File: src/rtl/vga_rx_decoder.sv
// TinyVGA Pmod receiver: sync recovery, 640x480 lock,
// coordinate/pixel regeneration and per-frame lit-pixel count.
module vga_rx_decoder #(
  parameter int H_SYNC     = 96,
  parameter int H_BP       = 48,
  parameter int H_ACTIVE   = 640,
  parameter int H_TOTAL    = 800,
  parameter int V_SYNC     = 2,
  parameter int V_BP       = 33,
  parameter int V_ACTIVE   = 480,
  parameter int V_TOTAL    = 525,
  parameter int LOCK_LINES = 4
) (
  input  logic        clk,
  input  logic        rst_n,
  input  logic [7:0]  vga_in,
  output logic [9:0]  x,
  output logic [9:0]  y,
  output logic        de,
  output logic        pix_out,
  output logic        locked,
  output logic        line_err,
  output logic        frame_done,
  output logic [18:0] frame_pix_count
);

  localparam logic [10:0] H_ST   = 11'(H_SYNC + H_BP);
  localparam logic [10:0] H_EN   = 11'(H_SYNC + H_BP + H_ACTIVE);
  localparam logic [10:0] H_LAST = 11'(H_TOTAL - 1);
  localparam logic [10:0] H_PRE  = 11'h7fe;
  localparam logic [9:0]  V_ST   = 10'(V_SYNC + V_BP);
  localparam logic [9:0]  V_EN   = 10'(V_SYNC + V_BP + V_ACTIVE);
  localparam logic [9:0]  V_LNS  = 10'(V_TOTAL);
  localparam int          GW     = $clog2(LOCK_LINES + 1);
  localparam logic [GW-1:0] G_MAX = GW'(LOCK_LINES);

  typedef enum logic [1:0] {
    HUNT,
    H_LOCK,
    LOCKED
  } state_t;

  state_t state, st_nx;

  // bit 2 = hsync, bit 1 = vsync, bit 0 = pixel
  logic [2:0]    s1, s2, s3;
  logic [10:0]   hcnt, hcnt_nx;
  logic [9:0]    vcnt, vcnt_nx;
  logic [9:0]    lcnt, lcnt_nx;
  logic [GW-1:0] gcnt, gcnt_nx;
  logic [18:0]   pcnt, pcnt_nx;
  logic          vs_pend;
  logic          fvalid, fvalid_nx;
  logic          hs_fall, vs_fall;
  logic          sat_hit, good_line, bad_line;
  logic          frame_ok, act, lit, de_nx, lerr_nx;
  logic          unused_bits;

  assign unused_bits = ^{vga_in[6:4], vga_in[2:1]};
  assign locked = (state == LOCKED);

  always_comb begin
    hs_fall = s3[2] & ~s2[2];
    vs_fall = s3[1] & ~s2[1];

    hcnt_nx = hcnt;
    if (hs_fall)
      hcnt_nx = '0;
    else if (hcnt != '1)
      hcnt_nx = hcnt + 11'd1;

    // only the step into saturation counts, so a stuck line errs once
    sat_hit   = !hs_fall && (hcnt == H_PRE);
    good_line = hs_fall && (hcnt == H_LAST);
    bad_line  = (hs_fall && (hcnt != H_LAST)) || sat_hit;

    vcnt_nx = vcnt;
    lcnt_nx = lcnt;
    if (hs_fall) begin
      if (vs_pend)
        vcnt_nx = '0;
      else if (vcnt != '1)
        vcnt_nx = vcnt + 10'd1;
      if (lcnt != '1)
        lcnt_nx = lcnt + 10'd1;
    end
    frame_ok = fvalid && (lcnt_nx == V_LNS);

    act = (hcnt >= H_ST) && (hcnt < H_EN)
       && (vcnt >= V_ST) && (vcnt < V_EN);
    lit = act && s3[0];
    de_nx = act && (state == LOCKED);

    pcnt_nx = pcnt;
    if (lit && (pcnt != '1))
      pcnt_nx = pcnt + 19'd1;

    st_nx     = state;
    gcnt_nx   = gcnt;
    fvalid_nx = fvalid;
    lerr_nx   = 1'b0;

    unique case (1'b1)
      bad_line: begin
        gcnt_nx   = '0;
        fvalid_nx = 1'b0;
        if (state != HUNT) begin
          lerr_nx = 1'b1;
          st_nx   = HUNT;
        end
      end
      good_line: begin
        if (gcnt != G_MAX)
          gcnt_nx = gcnt + 1'b1;
        if ((state == HUNT) && (gcnt_nx >= G_MAX))
          st_nx = H_LOCK;
      end
      default: ;
    endcase

    // vsync acts on the state left by a coincident hsync edge
    if (vs_fall) begin
      fvalid_nx = 1'b1;
      if ((st_nx == H_LOCK) && frame_ok) begin
        st_nx = LOCKED;
      end else if ((st_nx == LOCKED) && !frame_ok) begin
        st_nx   = HUNT;
        gcnt_nx = '0;
      end
    end
  end

  always_ff @(posedge clk or negedge rst_n) begin
    if (!rst_n) begin
      s1              <= '0;
      s2              <= '0;
      s3              <= '0;
      hcnt            <= '0;
      vcnt            <= '0;
      lcnt            <= '0;
      gcnt            <= '0;
      pcnt            <= '0;
      vs_pend         <= 1'b0;
      fvalid          <= 1'b0;
      state           <= HUNT;
      x               <= '0;
      y               <= '0;
      de              <= 1'b0;
      pix_out         <= 1'b0;
      line_err        <= 1'b0;
      frame_done      <= 1'b0;
      frame_pix_count <= '0;
    end else begin
      s1      <= {vga_in[7], vga_in[3], vga_in[0]};
      s2      <= s1;
      s3      <= s2;
      hcnt    <= hcnt_nx;
      vcnt    <= vcnt_nx;
      lcnt    <= vs_fall ? '0 : lcnt_nx;
      gcnt    <= gcnt_nx;
      fvalid  <= fvalid_nx;
      state   <= st_nx;
      vs_pend <= vs_fall | (vs_pend & ~hs_fall);

      pcnt       <= vs_fall ? '0 : pcnt_nx;
      frame_done <= vs_fall;
      if (vs_fall)
        frame_pix_count <= pcnt_nx;

      line_err <= lerr_nx;
      de       <= de_nx;
      pix_out  <= de_nx & s3[0];
      if (de_nx) begin
        x <= 10'(hcnt - H_ST);
        y <= 10'(vcnt - V_ST);
      end
    end
  end

endmodule

File: config.mk
export PLATFORM = sky130hd
export DESIGN_NAME = vga_rx_decoder
export DESIGN_NICKNAME = d
export VERILOG_FILES = /design/src/rtl/vga_rx_decoder.sv
export SDC_FILE = /design/constraint.sdc
export NUM_CORES = 1
export LEC_CHECK = 0
export CORE_ASPECT_RATIO = 0.7
export CORE_MARGIN = 2
export CORE_UTILIZATION = 60
export CTS_CLUSTER_SIZE = 10
export DETAILED_ROUTE_END_ITERATION = 12
export GPL_TIMING_DRIVEN = 1
export PLACE_DENSITY = 0.84
export SLEW_MARGIN = 20
export SYNTH_ARGS = -nofsm -noshare
export SYNTH_HDL_FRONTEND = slang
export SYNTH_SLANG_ARGS = --single-unit
File: constraint.sdc
create_clock -name clk -period 4.5 [get_ports clk]
set_clock_uncertainty 0.05 [all_clocks]
set_input_delay 0.675 -clock clk [delete_from_list [all_inputs] [get_ports clk]]
set_output_delay 0.675 -clock clk [all_outputs]
set_load 0.05 [all_outputs]
==> run_results.csv, run 1 <==
group,metric,value,unit
yosys,synth-simple-area-share,22.0,%
global_route,grt_first_pass_wirelength,18.5,mm
die,core_area,8510,µm²
die,ios,54,
clock_tree,cts-buffers-inserted,9,
sta,finalMaxSlewViolations,0,
clock_tree,cts_buffer_depth,2,
routing,routed_wl,10.8,mm
power,leakage,2.64,nW
critical_path,r2r-start,"vcnt[0]",
power,p_sw,0.500,mW
power,swShare,24.3,%
critical_path,crit_buf_inv,2,
clock_tree,cts_hold_buf,0,
yosys,synthMuxAreaShare,1.99,%
layout,diodes,0,
routing,num_vias,4081,
min_path,hp-class,"in -> async",
yosys,synthArstFlopShare,100,%
global_route,grt_start_max_net_pins,46,
power,clock_power_share,41.8,%
critical_path,cp_max_fo,26,
sta,hold_viol_final,0,
routing,drtPass1Iterations,5,
clock_tree,clock-sinks,109,
run,cap_violations,0,
yosys,netlist_area,5280,µm²
placement,dpl.cell_count,685,
layout,stdcell_count,701,
die,initial_core_util,62.0,%
sta,period_needed,3100,ps
critical_path,critPathRequiredTime,4640,ps
clock_tree,postCtsSetupRepairBufs,0,
routing,wire_per_inst,15.3,µm
critical_path,cpMostUsedCell,"buf_4",
clock_tree,worstSkewPairLatency,360,ps
global_route,antenna_found_initial,0,
clock_tree,clk_pin_slew_worst_paths,60,ps
critical_path,cp-start-kind,"register",
power,p_comb_share,7.1,%
sta,hold_slack,175,ps
layout,nets,597,
yosys,avgSynthCellArea,9.74,µm²
yosys,seq_area_frac_synth,51.7,%
power,p_seq_share,51.1,%
sta,fin_tns_setup,0,ps
placement,dpl_cell_area,5800,µm²
routing,drtAntennaViolNets,0,
critical_path,r2r_end,"y[5]",
critical_path,cp-end-kind,"register",
yosys,yosys_warnings,0,
layout,drive_gt1_share,7.40,%
critical_path,crit_family,"simple AND/OR/NAND/NOR gates",
placement,io_buffers,48,
global_route,grt_pass1_vias,3884,
yosys,synth_top_family_by_area,"simple AND/OR/NAND/NOR gates",
sta,max-slew-margin-rel,33.0,%
yosys,synthTopCellsByCount,"109 x dfrtp_1, 67 x nand2_1, 59 x nor2_1",
power,internal_power,1.56,mW
sta,rsz0062_at_grt,"no",
critical_path,arrival,3240,ps
critical_path,path_depth,9,
placement,dp_hpwl,7.50,mm
yosys,syn_nets,563,
global_route,grt.total_usage,25.1,%
clock_tree,root_buffer,"clkbuf_16",
critical_path,cpPeakStageDelay,810,ps
clock_tree,cts_resized,0,
routing,drc,0,
yosys,synth_compound_area_share,11.0,%
power,finalPower,2.06,mW
routing,drt-initial-drc-count,327,
power,ir_drop,0.232,mV
clock_tree,cts_tree,"built",
yosys,synth_top_area_share,51.7,%
yosys,ys.flop_type,"dfrtp_1",
status,status,"finished, final reports clean",
die,dieArea,9580,µm²
critical_path,r2r_slack,1400,ps
sta,fin_crit_sh,69.0,%
layout,utilization,72.0,%
die,rows,28,
routing,viasPerCell,5.82,
critical_path,path_cells,"ha_1 -> nor4_1 -> and4b_1 -> o2bb2ai_2 -> buf_4 -> or4_1 -> buf_4 -> nand2_1 -> o21ai_0",
yosys,yosys.area.top_type,"dfrtp_1",
placement,globalplace.congestion,0.869,
yosys,ys_types,56,
critical_path,cp_slowest_cell,"or4_1",
die,die_x,116,µm
layout,syn_to_final_growth,16.2,%
yosys,yosysMostFrequentCell,"dfrtp_1",
layout,nFillCells,608,
sta,tightest_slew,1000,ps
critical_path,r2r_cells,9,
yosys,synth-xor-area-share,6.64,%
yosys,synth.area.top_cells,"dfrtp_1 52%, xnor2_1 4.8%, nand2_1 4.8%",
sta,setup_slack,1400,ps
yosys,synth_fa_ha_area_share,2.61,%
placement,pre_cts_ws,1420,ps
yosys,synth_cells,542,
global_route,overflow,0,
die,die_h,82.5,µm
yosys,synth_edf_count,0,
power,power_density,336,nW/µm²
clock_tree,htree_num_levels,3,
sta,setup-violations-final,0,
layout,design_area,6130,µm²
yosys,yosys_register_bits,109,
sta,fmax,322,MHz
critical_path,critical_path_class,"reg -> reg",
-- layout make-up --
type | count | area (µm²) | share of cell area [%]
clock buffer | 9 | 225 | 3.67
multi-input combinational | 383 | 2330 | 38.0
inverter | 19 | 71.3 | 1.16
tap | 120 | 150 | 2.45
timing repair buffer | 54 | 523 | 8.53
sequential | 109 | 2730 | 44.5
clock inverter | 7 | 104 | 1.69
-- how the worst max path moves through the flow --
stage | end | slack (ps) | start
2_1_floorplan | x[6] | 2080 | vcnt[0]
3_3_place_gp | y[6] | 1510 | vcnt[0]
3_5_place_dp | y[5] | 1420 | vcnt[0]
4_1_cts | y[5] | 1400 | vcnt[0]
5_1_grt | y[5] | 1120 | vcnt[0]
6_report | y[5] | 1400 | vcnt[0]
-- power by group through the flow --
stage	combinational, mW	sequential (mW)	clock (mW)
floorplan	0.101	1.06	0
global placement	0.140	1.07	0
detailed placement	0.147	1.07	0
CTS	0.150	1.05	0.876
global route	0.168	1.05	0.919
finish	0.147	1.05	0.860
-- state kept, by name, summed over array words and instances, names as in the netlist, 2 cells and up --
signal and flops:
y 10, s2 3, s1 3, pcnt 19, lcnt 10, hcnt 11, state 2, vcnt 10
s3 3, gcnt 3, x 10, frame_pix_count 19
-- routing by layer --
metal / track usage [%] / share of wire (%) / vias to the layer above
met1: 35.9 / 46 / 1952
met4: 9.17 / 1.6 / 0
met5: 0 / 0 / -
li1: - / - / 1946
met2: 38.2 / 47 / 165
met3: 5.62 / 6.2 / 18
-- placed cells by master (no fill, tap or decap), types with 9 or more instances in the layout --
cell type and instances:
a21oi_1 12, clkbuf_16 9, clkdlybuf4s50_1 47, dfrtp_1 109, ha_1 11, inv_1 19
nand2_1 67, nand3_1 19, nand4_1 11, nor2_1 59, nor3_1 12, nor4_1 14
o21ai_0 49, or3_1 9, xnor2_1 29, xor2_1 11
-- cells by family (layout without fill, tap and decap cells) --
| group | count (synthesis) | count (layout) |
|---|---|---|
| flip-flops | 109 | 109 |
| XOR/XNOR | 40 | 40 |
| AO/OA/AOI/OAI | 91 | 91 |
| AND/OR/NAND/NOR | 231 | 231 |
| multiplexers | 10 | 10 |
| adder cells (fa/ha/maj) | 11 | 11 |
| buffers and inverters | 50 | 89 |
Note: power is estimated with default switching activity, not from simulation.
==> run 2: changes to the inputs <==
Settings changed: CORE_UTILIZATION 60 to 51, PLACE_DENSITY 0.84 to 0.76.
Clock period 4.5 ns to 2.7 ns, I/O delays scaled along.
==> run 2 against run 1 <==
Compared with the run above:
- worst hold slack worse by 160 ps
- sequential share of layout area down 0.80 points
- sequential cell count unchanged
- highest routed layer unchanged
- global-route usage down 4.7 points
- register-to-register slack worse by 1300 ps
- combinational power up 78%
- cell area up 1.8%
- core utilization down 11 points
- first-iteration DRC count down 31%
==> run_results.csv, run 2 (synthesis gave the netlist of run 1 again) <==
group,metric,value,unit
critical_path,critPathRequiredTime,2940,ps
placement,globalplace.congestion,0.882,
layout,stdcell_count,726,
layout,nets,610,
placement,dpl_cell_area,5930,µm²
layout,drive_gt1_share,9.43,%
power,power_density,531,nW/µm²
die,die_x,126,µm
routing,drtPass1Iterations,5,
run,cap_violations,0,
die,core_area,10200,µm²
global_route,grt_start_max_net_pins,49,
clock_tree,worstSkewPairLatency,350,ps
clock_tree,clk_pin_slew_worst_paths,70,ps
die,ios,54,
routing,wire_per_inst,14.9,µm
critical_path,cp-start-kind,"register",
sta,tightest_slew,614,ps
layout,final_common_cell,"dfrtp_1",
global_route,grt_pass1_vias,3898,
layout,design_area,6250,µm²
status,status,"finished, final reports clean",
die,die_h,89.1,µm
clock_tree,htree_num_levels,3,
sta,period_needed,2600,ps
sta,fmax,384,MHz
power,leakage,2.70,nW
critical_path,crit_start,"hcnt[4]",
critical_path,arrival,2840,ps
placement,dpl.cell_count,710,
critical_path,cp_max_fo,7,
clock_tree,postCtsSetupRepairBufs,0,
sta,hold_viol_final,0,
layout,layout_common_cells,"109 x dfrtp_1, 67 x nand2_1, 59 x nor2_1",
critical_path,r2r-start,"hcnt[4]",
layout,biggestRegsByFlops,"frame_pix_count (19), pcnt (19), hcnt (11)",
routing,routed_wl,10.8,mm
global_route,overflow,0,
critical_path,cp-end-kind,"register",
sta,max-slew-margin-rel,59.1,%
clock_tree,cts_buffer_depth,2,
clock_tree,root_buffer,"clkbuf_16",
clock_tree,cts-buffers-inserted,9,
die,dieArea,11200,µm²
min_path,hp-class,"in -> async",
sta,finalMaxSlewViolations,0,
placement,io_buffers,48,
layout,syn_to_final_growth,18.3,%
routing,drt-initial-drc-count,226,
global_route,antenna_found_initial,0,
clock_tree,cts_hold_buf,0,
routing,drtAntennaViolNets,0,
sta,fin_crit_sh,96.5,%
sta,setup-violations-final,0,
die,initial_core_util,51.8,%
routing,viasPerCell,5.54,
clock_tree,cts_tree,"built",
routing,num_vias,4025,
global_route,grt.total_usage,20.4,%
power,ir_drop,0.306,mV
placement,dp_hpwl,7.61,mm
die,rows,31,
clock_tree,clock-sinks,109,
critical_path,critical_path_class,"reg -> reg",
global_route,grt_first_pass_wirelength,18.3,mm
layout,diodes,0,
routing,drc,0,
run 2: power by group:
| group | total (mW) | leakage [nW] | internal (mW) | switching (mW) |
|---|---|---|---|---|
| combinational | 0.262 | 1.07 | 0.0982 | 0.163 |
| sequential | 1.75 | 1.49 | 1.68 | 0.0650 |
| clock | 1.31 | 0.143 | 0.742 | 0.565 |
run 2: per-stage QoR:
stage | TNS, ps | power (mW) | utilization (%) | hold WS [ps] | setup slack (ps)
after floorplan | 0 | 1.93 | - | 59.4 | 283
after global placement | 0 | 2.03 | 58.1 | 283 | 193
after detailed placement | 0 | 2.04 | 58.1 | 286 | 171
after CTS | 0 | 3.36 | 61.0 | 33.9 | 126
after global routing | -3.40 | 3.46 | 61.2 | 62.6 | -3.40
final | 0 | 3.32 | 61.2 | 16.1 | 95.4
run 2: layout make-up:
cell class | instances | area (µm²)
Sequential cell | 109 | 2730
Fill cell | 844 | 3960
Tap cell | 132 | 165
Clock inverter | 4 | 47.5
Multi-Input combinational cell | 383 | 2350
Clock buffer | 12 | 246
Timing Repair Buffer | 67 | 633
Inverter | 19 | 71.3
run 2: worst paths after layout:
path                            end  slack (ps)  depth (start not counted)
setup / recovery           state[1]         100                          7
hold / removal                 y[3]          20                          1
setup reg to reg           state[1]         100                          7
hold reg to reg               s3[0]         300                          0
max in group asynchronous   hcnt[0]        1920                          2
min in group clk              s3[0]         300                          0
run 2: critical path, cell delays in order (launching register included):
cell and delay, ps:
dfrtp_1 520, ha_1 220, or4b_4 480, nor4_4 300, o21ai_2 150, or3_1 380
a2111o_1 370, nand2_1 80
run 2: per-layer routing:
layer | vias up | global-route usage, % | wire, µm
li1 | 1965 | - | -
met1 | 1960 | 27.0 | 5180
met2 | 90 | 33.7 | 5030
met3 | 10 | 6.28 | 516
met4 | 0 | 4.85 | 77
met5 | - | 0 | 0
run 2: what timing repair did:
action,4_1_cts,5_1_grt
hold endpoints to repair,0,0
resized for setup,0,3
setup endpoints to repair,0,4
==> run 3: changes to the inputs <==
Settings changed: PLACE_DENSITY 0.76 to 0.75, SLEW_MARGIN 20 to unset.
==> run 3 against run 2 <==
Compared with the run above:
- final cell count is 1.2% higher
- global-route usage is 1.0 points higher
- sequential share of layout area is 0.20 points lower
- sequential power about the same
- clock power decreased by 11%
- core utilization grew 0.31 points
- clock-buffer cell count grew 2
- total power is 3.8% lower
- register-to-register slack about the same
- non-clock buffer count grew 9
- critical path depth rose by 1
- die area stayed put
- critical endpoint unchanged
==> run_results.csv, run 3 (synthesis gave the netlist of run 1 again) <==
group,metric,value,unit
status,status,"finished, final reports clean",
die,core_area,10200,µm²
clock_tree,cts_tree,"built",
layout,drive_gt1_share,10.3,%
layout,syn_to_final_growth,18.9,%
layout,diodes,0,
sta,finalMaxSlewViolations,0,
critical_path,cp-start-kind,"register",
placement,dpl_cell_area,5960,µm²
critical_path,cp_max_fo,5,
critical_path,critical_path_class,"reg -> reg",
sta,fmax,386,MHz
layout,biggestRegsByFlops,"frame_pix_count (19), pcnt (19), hcnt (11)",
critical_path,cpPeakStageDelay,490,ps
min_path,hp-class,"reg -> reg",
global_route,grt_start_max_net_pins,40,
routing,num_vias,4076,
layout,design_area,6280,µm²
sta,max-slew-margin-rel,65.2,%
die,die_h,89.1,µm
die,rows,31,
clock_tree,cts-buffers-inserted,9,
die,die_x,126,µm
routing,drtAntennaViolNets,0,
routing,wire_per_inst,15.2,µm
global_route,antenna_found_initial,0,
critical_path,path_cells,"inv_1 -> ha_1 -> or4b_4 -> nor4_4 -> o21ai_2 -> or3_1 -> a2111o_1 -> nand2_1",
placement,dpl.cell_count,714,
sta,hold_slack,312,ps
die,initial_core_util,51.8,%
sta,hold_viol_final,0,
global_route,grt_pass1_vias,4030,
die,ios,54,
die,dieArea,11200,µm²
layout,stdcell_count,735,
clock_tree,clk_pin_slew_worst_paths,70,ps
power,power_density,508,nW/µm²
critical_path,cp-end-kind,"register",
critical_path,critPathRequiredTime,2930,ps
critical_path,cp_slowest_cell,"or4b_4",
power,ir_drop,0.409,mV
routing,drtPass1Iterations,5,
placement,io_buffers,48,
layout,layout_common_cells,"108 x dfrtp_1, 67 x nand2_1, 59 x nor2_1",
sta,fin_tns_setup,0,ps
routing,routed_wl,11.2,mm
routing,drc,0,
clock_tree,htree_num_levels,3,
global_route,grt_first_pass_wirelength,19.3,mm
layout,utilization,61.5,%
placement,dp_hpwl,7.96,mm
layout,nets,619,
clock_tree,clock-sinks,109,
global_route,grt.total_usage,21.5,%
sta,fin_crit_sh,96.0,%
global_route,overflow,0,
sta,period_needed,2590,ps
placement,globalplace.congestion,0.892,
routing,viasPerCell,5.55,
clock_tree,cts_buffer_depth,2,
clock_tree,worstSkewPairLatency,350,ps
critical_path,arrival,2830,ps
power,leakage,2.72,nW
run,cap_violations,0,
sta,tightest_slew,520,ps
clock_tree,root_buffer,"clkbuf_16",
routing,drt-initial-drc-count,256,
layout,final_common_cell,"dfrtp_1",
sta,setup-violations-final,0,
-- run 3: cell count changes in the layout (fill, tap and decap cells not counted), sizes merged --
cell	previous run	this run
clkinvlp	1	0
clkbuf	12	14
bufinv	1	0
buf	20	28
dlygate4sd3	0	1
-- run 3: worst max-delay path: cells and delay by family, from the launching register on --
family,cells,cell delay (ps)
adder cells (fa/ha/maj),1,190
AND/OR/NAND/NOR,4,1270
AO/OA/AOI/OAI,2,500
flip-flops,1,430
buffers and inverters,1,90
-- run 3: power breakdown --
part	internal, mW	switching (mW)	leakage [nW]
clock network	0.625	0.545	0.125
registers	1.68	0.0632	1.48
logic	0.103	0.170	1.11
-- run 3: metal layers --
layer	part of all wire (%)	vias up	global-route usage [%]
met2	47	94	35.9
met4	1.4	0	6.46
met5	0	-	0
met3	4.2	17	5.57
li1	-	1983	-
met1	47	1982	28.2
-- run 3: timing repair --
item,CTS,global route
endpoints found under the hold margin,35,0
endpoints found under the setup margin,0,8
resized for setup,0,4
setup buffers,0,4
hold buffers,1,0
-- run 3: final timing paths --
kind | startpoint | cells after the start | slack (ps) | end
max | hcnt[5] | 8 | 110 | state[1]
min | s2[0] | 0 | 310 | s3[0]
max reg2reg | hcnt[5] | 8 | 110 | state[1]
min reg2reg | s2[0] | 0 | 310 | s3[0]
max in group asynchronous | rst_n | 3 | 1380 | state[0]
min in group asynchronous | rst_n | 2 | 520 | hcnt[5]
-- run 3: metrics by stage --
| step | total power [mW] | setup slack, ps |
|---|---|---|
| 6_report | 3.19 | 107 |
| 5_1_grt | 3.32 | -10.9 |
| 4_1_cts | 3.22 | 103 |
| 3_5_place_dp | 2.05 | 139 |
| 3_3_place_gp | 2.03 | 208 |
| 2_1_floorplan | 1.93 | 283 |
-- run 3: area by class of cell --
class	instances	area, µm²
multi-input combinational	383	2350
clock buffer	14	244
sequential	109	2730
clock inverter	2	10.0
fill	844	3920
inverter	19	71.3
tap	132	165
timing repair buffer	76	703
